File: config.mk
export PLATFORM = sky130hd
export DESIGN_NAME = tage_update_ctrl
export DESIGN_NICKNAME = d
export VERILOG_FILES = /design/src/rtl/tage_update_ctrl.sv
export SDC_FILE = /design/constraint.sdc
export NUM_CORES = 1
export LEC_CHECK = 0
export ABC_AREA = 1
export ABC_CLOCK_PERIOD_IN_PS = 4030
export BUFFER_PORTS_ARGS = -buffer_cell sky130_fd_sc_hd__buf_4
export CORE_ASPECT_RATIO = 0.7
export CORE_MARGIN = 8
export CORE_UTILIZATION = 40
export DETAILED_ROUTE_END_ITERATION = 8
export HOLD_SLACK_MARGIN = 0.12
export MAX_ROUTING_LAYER = met4
export PLACE_DENSITY = 0.82
export SLEW_MARGIN = 30
export SYNTH_ARGS = -nofsm -noshare
export SYNTH_HDL_FRONTEND = slang
export SYNTH_SLANG_ARGS = --single-unit
File: constraint.sdc
create_clock -name clk -period 4.03 [get_ports clk]
set_input_delay 0.403 -clock clk [delete_from_list [all_inputs] [get_ports clk]]
set_output_delay 0.403 -clock clk [all_outputs]
set_load 0.02 [all_outputs]
File: src/rtl/tage_update_ctrl.sv
// TAGE update controller: turns one resolved-branch record into an update write to the
// provider table and, on a mispredict, allocation writes to all longer-history tables.
// Optional macro TAGE_UPD_STATS_EN adds saturating allocation success/failure counters.
module tage_update_ctrl #(
    parameter int NUM_TABLES = 4,
    parameter int IDX_SIZE   = 6,
    parameter int TAG_SIZE   = 8
) (
    input  logic                           clk,
    input  logic                           rst,

    // Handshake: a record transfers on a rising edge where IN_resValid && OUT_resReady;
    // the source must hold the record stable until then, ready is high only in IDLE.
    input  logic                           IN_resValid,
    output logic                           OUT_resReady,
    input  logic                           IN_resTaken,
    input  logic                           IN_resPredTaken,
    input  logic [2:0]                     IN_resProvider,
    input  logic                           IN_resProvTaken,
    input  logic                           IN_resAltTaken,
    input  logic [NUM_TABLES*IDX_SIZE-1:0] IN_resIdx,
    input  logic [NUM_TABLES*TAG_SIZE-1:0] IN_resTag,

    output logic [NUM_TABLES*IDX_SIZE-1:0] OUT_writeAddr,
    output logic [NUM_TABLES*TAG_SIZE-1:0] OUT_writeTag,
    output logic                           OUT_writeTaken,
    output logic [NUM_TABLES-1:0]          OUT_writeValid,
    output logic [NUM_TABLES-1:0]          OUT_writeUpdate,
    output logic [NUM_TABLES-1:0]          OUT_writeNew,
    output logic [NUM_TABLES-1:0]          OUT_writeUseful,
    input  logic [NUM_TABLES-1:0]          IN_writeAlloc,
    output logic                           OUT_anyAlloc,
`ifdef TAGE_UPD_STATS_EN
    output logic [15:0]                    OUT_allocCnt,
    output logic [15:0]                    OUT_allocFailCnt,
`endif
    // Debug view: {captured altTaken, state[1:0]}.
    output logic [2:0]                     OUT_dbg
);

    typedef enum logic [1:0] {
        IDLE  = 2'd0,
        UPD   = 2'd1,
        ALLOC = 2'd2
    } state_t;

    state_t state;
    state_t stateNext;

    logic                           takenReg;
    logic                           predTakenReg;
    logic [2:0]                     provReg;
    logic                           provTakenReg;
    logic                           altTakenReg;
    logic [NUM_TABLES*IDX_SIZE-1:0] idxReg;
    logic [NUM_TABLES*TAG_SIZE-1:0] tagReg;
    logic [NUM_TABLES-1:0]          allocMask;
    logic                           accept;

    assign accept = (state == IDLE) && IN_resValid;

    always_ff @(posedge clk) begin
        if (rst) begin
            state        <= IDLE;
            takenReg     <= 1'b0;
            predTakenReg <= 1'b0;
            provReg      <= 3'd0;
            provTakenReg <= 1'b0;
            altTakenReg  <= 1'b0;
            idxReg       <= '0;
            tagReg       <= '0;
        end else begin
            state <= stateNext;
            if (accept) begin
                takenReg     <= IN_resTaken;
                predTakenReg <= IN_resPredTaken;
                // Out-of-range providers fall back to the base predictor.
                provReg      <= (int'(IN_resProvider) > NUM_TABLES) ? 3'd0 : IN_resProvider;
                provTakenReg <= IN_resProvTaken;
                altTakenReg  <= IN_resAltTaken;
                idxReg       <= IN_resIdx;
                tagReg       <= IN_resTag;
            end
        end
    end

    always_comb begin
        stateNext = state;
        case (state)
            IDLE:    if (IN_resValid) stateNext = UPD;
            UPD: begin
                if ((predTakenReg != takenReg) && (int'(provReg) < NUM_TABLES))
                    stateNext = ALLOC;
                else
                    stateNext = IDLE;
            end
            ALLOC:   stateNext = IDLE;
            default: stateNext = IDLE;
        endcase
    end

    // Tables strictly longer than the provider (table k+1 > provider).
    always_comb begin
        allocMask = '0;
        for (int k = 0; k < NUM_TABLES; k++)
            allocMask[k] = (k >= int'(provReg));
    end

    always_comb begin
        OUT_resReady    = (state == IDLE);
        OUT_writeAddr   = '0;
        OUT_writeTag    = '0;
        OUT_writeTaken  = 1'b0;
        OUT_writeValid  = '0;
        OUT_writeUpdate = '0;
        OUT_writeNew    = '0;
        OUT_writeUseful = '0;
        OUT_anyAlloc    = 1'b0;
        case (state)
            UPD: begin
                OUT_writeAddr  = idxReg;
                OUT_writeTag   = tagReg;
                OUT_writeTaken = takenReg;
                for (int k = 0; k < NUM_TABLES; k++) begin
                    if (int'(provReg) == k + 1) begin
                        OUT_writeValid[k]  = 1'b1;
                        OUT_writeUpdate[k] = 1'b1;
                        OUT_writeUseful[k] = (provTakenReg == takenReg);
                    end
                end
            end
            ALLOC: begin
                OUT_writeAddr  = idxReg;
                OUT_writeTag   = tagReg;
                OUT_writeTaken = takenReg;
                OUT_writeValid = allocMask;
                OUT_writeNew   = allocMask;
                OUT_anyAlloc   = |(IN_writeAlloc & allocMask);
            end
            default: ;
        endcase
    end

    assign OUT_dbg = {altTakenReg, state};

`ifdef TAGE_UPD_STATS_EN
    always_ff @(posedge clk) begin
        if (rst) begin
            OUT_allocCnt     <= 16'd0;
            OUT_allocFailCnt <= 16'd0;
        end else if (state == ALLOC) begin
            if (OUT_anyAlloc) begin
                if (OUT_allocCnt != 16'hFFFF) OUT_allocCnt <= OUT_allocCnt + 16'd1;
            end else begin
                if (OUT_allocFailCnt != 16'hFFFF) OUT_allocFailCnt <= OUT_allocFailCnt + 16'd1;
            end
        end
    end
`endif

endmodule

==> flow_summary.toml, run 1 <==
[drt]
number_of_remaining_drc_errors = 0
vias_per_cell = 4.497
wirelength_um = 8597
drt-wirelength-per-cell_um = 12.42
initial_drc_count = 311
antenna_violating_nets_post_route = 0
vias = 3112
drt_first_pass_iters = 4

[timing]
finalCriticalPeriod_ps = 2373
timing.final.ws_setup_ps = 1657
timing.max_slew.rel_slack_pct = 54.34
clock-skew-final_ps = 7.696
worst-slew-pin-transition_ps = 684.9
rsz0062_at_grt = "false"
setup_viol = 0
maxSlewViolCount = 0
totalNegativeSetupSlack_ps = 0
final.period_utilization_pct = 58.88
fmax_ghz = 0.4214
timing.final.hold_violations = 0

[power_and_ir_drop]
seq_power_share_pct = 42.3
powerDensity_mw_per_mm2 = 403.1
power.ir.vdd_worst_mv = 0.1846
clkPwrFrac_pct = 38.1
switching_power_w = 0.0004638
combinationalPowerShare_pct = 19.6
total_leakage_power_nw = 2.536
power_report.internal_total_w = 0.001271
power.share.switching_pct = 26.74

[die]
fp.dieH_um = 88.15
dieWidth_um = 119.1
io-pin-count = 148
design.die.area_mm2 = 0.01049
std_cell_rows = 26
core_footprint_mm2 = 0.007254
floorplan.initialDensity_pct = 41.00

[place]
dp_hpwl_um = 6221
gp_congestion = 0.8390
dpl_worst_slack_ps = 1565
io_buffer_count = 147

[global_route]
globalRoute.totalOverflow = 0
grt_pass1_wl_um = 13920
grt_max_degree = 65
grt_antenna_before_repair = 0
global_route.usage.total_pct = 16.41
grt_pass1_vias = 3121

[setup_path]
crit_path_cell_trace = "inv_1, ha_4, inv_1, a21oi_1, buf_4"
critical-path-max-stage-delay_ps = 660
path_class = "reg2out"
r2r_setup_slack_ps = 2160
r2r_cells = 6
required_ps = 3630
crit_buf_inv = 3
worstSetupStartpointType = "flip-flop"
worst_path_max_delay_cell = "ha_4"
crit-reg2reg-launch = "state[1]"
timing.critical_path.fanout_max = 58
end_kind = "output port"
crit-reg2reg-capture = "provReg[2]"
wp_data_arrival_ps = 1970
crit_top_cell = "inv_1"
timing.critical_path.max_delay_family = "adder cells"

[clocking]
tritoncts.num_buffers = 9
ctsRootBufferMaster = "clkbuf_8"
cts_hold_buf = 0
cts_tree = "built"
cts_max_path_buffers = 2
clk-insertion-delay-late_ps = 330
tritoncts_sinks = 65
clk_transition_reported_paths_ps = 70
setup_repair_bufs_after_cts = 0
ctsResizeCount = 0
htree_num_levels = 3

[final_layout]
layout_common_cells = "147 x buf_4, 133 x nor2_1, 75 x inv_1"
finalCoreUtilization_pct = 59.31
antenna_cells = 0
post_route_cells_drive_above_1_share_pct = 27.95
layout-area-overhead-vs-synth_pct = 44.68
layout.cells.most_common = "buf_4"
fin_nets = 662

[yosys]
synth-seq-cells = 65
avgSynthCellArea_um2 = 6.522
post_synth_instance_area_mm2 = 0.002974
synth_seq_area_share_pct = 43.75
post_synth_inst_count = 456
synthDistinctLibCells = 20
synth-warning-count = 0
number_of_nets_produced_by_synthesis = 529

[worst_hold_path]
timing.hold.worst.start = "rst"
whs_endpoint = "provReg[1]"
hold_class = "in2reg"
holdPathStages = 2

[job]
max_cap_viol_count = 0

[status]
run_status = "completed"
layer usage:
metal | vias to the layer above | global-route usage (%) | wire (µm)
met5 | - | - | 0
met4 | 0 | 4.571 | 34
met3 | 4 | 6.375 | 609
met2 | 110 | 26.89 | 4075
met1 | 1374 | 18.41 | 3878
li1 | 1624 | - | -
worst reg2reg max path: stages, from the launching register on:
cell and delay (ps):
dfxtp_1 380, inv_1 110, ha_4 190, nand2_4 460, inv_6 320, o21ai_0 250
nor2_1 60
metrics by stage:
step | cells | instance area (µm²) | power, W | hold WS (ps)
2_1_floorplan | 456 | 2974 | 0.0009575 | 453.9
3_3_place_gp | 676 | 4049 | 0.001076 | 462.3
3_5_place_dp | 676 | 4049 | 0.001087 | 472.0
4_1_cts | 692 | 4293 | 0.001755 | 253.0
5_1_grt | 692 | 4303 | 0.001829 | 251.6
6_report | 692 | 4303 | 0.001735 | 281.1
cell type report:
| class | count | area (µm²) |
|---|---|---|
| clock inverter | 5 | 102.6 |
| tap | 98 | 122.6 |
| multi-input combinational | 289 | 1236 |
| fill | 670 | 2952 |
| inverter | 77 | 295.3 |
| timing repair buffer | 147 | 1104 |
| sequential | 65 | 1301 |
| clock buffer | 11 | 141.4 |
flip-flops by register name, summed over array words and instances (netlist names):
| register | count |
|---|---|
| tagReg | 32 |
| provTakenReg | 1 |
| provReg | 3 |
| takenReg | 1 |
| predTakenReg | 1 |
| altTakenReg | 1 |
| state | 2 |
| idxReg | 24 |
cells in the mapped netlist:
cell,number,share of area (%)
xor2_1,1,0.29
dfxtp_1,65,44
buf_2,5,0.84
clkinv_2,1,0.17
clkbuf_1,9,1.1
nand2_1,72,9.1
nand2_4,1,0.38
nand4_1,1,0.21
ha_1,3,1.3
inv_1,75,9.5
o21ai_0,52,8.8
o21ai_1,9,1.5
buf_6,6,2.3
nor3_1,1,0.17
nand3_1,6,1.0
nor2_1,133,17
a21oi_1,10,1.7
buf_4,1,0.25
inv_6,1,0.29
clkbuf_2,4,0.67
cells by family after synthesis:
| family | synth area share (%) |
|---|---|
| buffers and inverters | 15.10 |
| and+or+nand+nor | 27.64 |
| adders and majority gates | 1.262 |
| xor gates and xnor gates | 0.2945 |
| DFF | 43.75 |
| AOI/OAI and AO/OA | 11.95 |
worst max path at each step:
stage               startpoint           endpoint  depth (start not counted)
global placement      state[1]  OUT_writeValid[3]                          5
CTS                   state[1]  OUT_writeValid[2]                          5
detailed placement    state[1]  OUT_writeValid[2]                          5
floorplan             state[0]  OUT_writeValid[0]                          5
global route          state[0]  OUT_writeValid[0]                          5
finish                state[1]  OUT_writeValid[3]                          5
power groups by stage:
| stage | Sequential, W | Combinational (W) | Clock, W |
|---|---|---|---|
| final | 0.000734 | 0.000340 | 0.000661 |
| after global routing | 0.000742 | 0.000378 | 0.000709 |
| after CTS | 0.000734 | 0.000340 | 0.000681 |
| after detailed placement | 0.000748 | 0.000339 | 0 |
| after global placement | 0.000744 | 0.000332 | 0 |
| after floorplan | 0.000741 | 0.000216 | 0 |
Power figures use the tool's default switching activity.
==> inputs of run 2 (changes only) <==
--- a/config.mk
+++ b/config.mk
@@ -6,7 +6,7 @@
 export NUM_CORES = 1
 export LEC_CHECK = 0
 export ABC_AREA = 1
-export ABC_CLOCK_PERIOD_IN_PS = 4030
+export ABC_CLOCK_PERIOD_IN_PS = 2300
 export BUFFER_PORTS_ARGS = -buffer_cell sky130_fd_sc_hd__buf_4
 export CORE_ASPECT_RATIO = 0.7
 export CORE_MARGIN = 8
==> constraint.sdc (replaced) <==
create_clock -name clk -period 2.3 [get_ports clk]
set_input_delay 0.23 -clock clk [delete_from_list [all_inputs] [get_ports clk]]
set_output_delay 0.23 -clock clk [all_outputs]
set_load 0.02 [all_outputs]
==> flow_summary.toml, run 2 (synthesized netlist as in run 1, its figures left out) <==
[clocking]
setup_repair_bufs_after_cts = 0
tritoncts.num_buffers = 9
clk-insertion-delay-late_ps = 320
ctsRootBufferMaster = "clkbuf_8"
clk_transition_reported_paths_ps = 70
htree_num_levels = 3
cts_max_path_buffers = 2
tritoncts_sinks = 65
cts_tree = "built"

[timing]
totalNegativeSetupSlack_ps = 0
fmax_ghz = 0.4797
maxSlewViolCount = 0
finalCriticalPeriod_ps = 2085
fin_hold_ws_ps = 141.7
final.period_utilization_pct = 90.63
rsz0062_at_grt = "false"
clock-skew-final_ps = 7.277
worst-slew-pin-transition_ps = 675.0
setup_viol = 0
timing.final.hold_violations = 0
timing.max_slew.rel_slack_pct = 55.00

[global_route]
grt_antenna_before_repair = 0
grt_max_degree = 64
grt_pass1_vias = 3118
globalRoute.totalOverflow = 0
global_route.usage.total_pct = 16.87
grt_pass1_wl_um = 14200

[power_and_ir_drop]
power.ir.vdd_worst_mv = 0.3647
finalPower_w = 0.002667
powerDensity_mw_per_mm2 = 627.2
total_leakage_power_nw = 2.520

[place]
io_buffer_count = 147
place_area_mm2 = 0.004091
gp_congestion = 0.8228
dp_hpwl_um = 6586
place.detailed.instances = 680

[drt]
initial_drc_count = 174
wirelength_um = 8802
drt-wirelength-per-cell_um = 12.66
antenna_violating_nets_post_route = 0
vias = 3140
number_of_remaining_drc_errors = 0
drt_first_pass_iters = 4
vias_per_cell = 4.518

[final_layout]
largest_register_ff_count = 32
antenna_cells = 0
design_area_final_mm2 = 0.004252
fin_nets = 667
layout.cells.most_common = "buf_4"
regMostFlops = "tagReg"
layout-area-overhead-vs-synth_pct = 42.95
layout_top_registers = "tagReg x32, idxReg x24, provReg x3"
stdcell_count = 695
layout_common_cells = "150 x buf_4, 133 x nor2_1, 75 x inv_1"
post_route_cells_drive_above_1_share_pct = 28.14

[setup_path]
wp_data_arrival_ps = 1850
r2r_setup_slack_ps = 590
worstSetupStartpointType = "flip-flop"
end_kind = "output port"
crit-reg2reg-launch = "state[0]"
path_class = "reg2out"
crit_path_end = "OUT_writeTag[11]"
critical_path.startpoint = "state[0]"
timing.critical_path.fanout_max = 18
r2r_cells = 6
required_ps = 2070
crit-reg2reg-capture = "provReg[0]"

[die]
std_cell_rows = 26
floorplan.initialDensity_pct = 41.00
core_footprint_mm2 = 0.007254
io-pin-count = 148
fp.dieH_um = 88.15
design.die.area_mm2 = 0.01049
dieWidth_um = 119.1

[worst_hold_path]
hold_class = "in2reg"

[job]
max_cap_viol_count = 0

[status]
run_status = "completed"
## run 2: cell type report
cell class	instances	area, µm²
well taps	98	122.6
clock buffers	10	127.6
flip-flops and latches	65	1301
repair buffers	152	1156
fillers	690	3003
multi-input cells	289	1226
clock inverters	4	22.52
inverters	77	295.3
## run 2: worst min-delay path by stage
stage                 end  cells after the start           from
2_1_floorplan  provReg[0]                      1            rst
3_3_place_gp   provReg[1]                      2            rst
3_5_place_dp     state[1]                      2            rst
4_1_cts        tagReg[24]                      3  IN_resTag[24]
5_1_grt        tagReg[16]                      3  IN_resTag[16]
6_report       tagReg[24]                      3  IN_resTag[24]
## run 2: timing repair
action	4_1_cts	5_1_grt
hold buffers	1	0
gates resized for setup	0	0
endpoints found under the hold margin	4	0
## run 2: where the power goes
group	leakage (nW)	switching (W)	internal, W
registers	0.539	0.0000604	0.00123
logic	1.90	0.000347	0.000260
clock network	0.0778	0.000397	0.000373
## run 2: worst max-delay path, cell delays in order, from the launching register on
cell	delay, ps
dfxtp_1	390
inv_1	80
ha_2	550
buf_4	240
nand2_1	70
inv_1	60
buf_4	130
## run 2: metrics by stage
stage	setup slack (ps)	util [%]
2_1_floorplan	591.5	-
3_3_place_gp	615.9	56.40
3_5_place_dp	556.2	56.40
4_1_cts	180.4	58.61
5_1_grt	81.28	58.61
6_report	215.4	58.61
## run 2: metal layers
metal | track usage (%) | vias to the layer above | routed length (µm)
met5 | - | - | 0
met2 | 28.62 | 121 | 4140
met1 | 18.72 | 1382 | 3938
met3 | 5.666 | 11 | 615
li1 | - | 1626 | -
met4 | 4.686 | 0 | 107
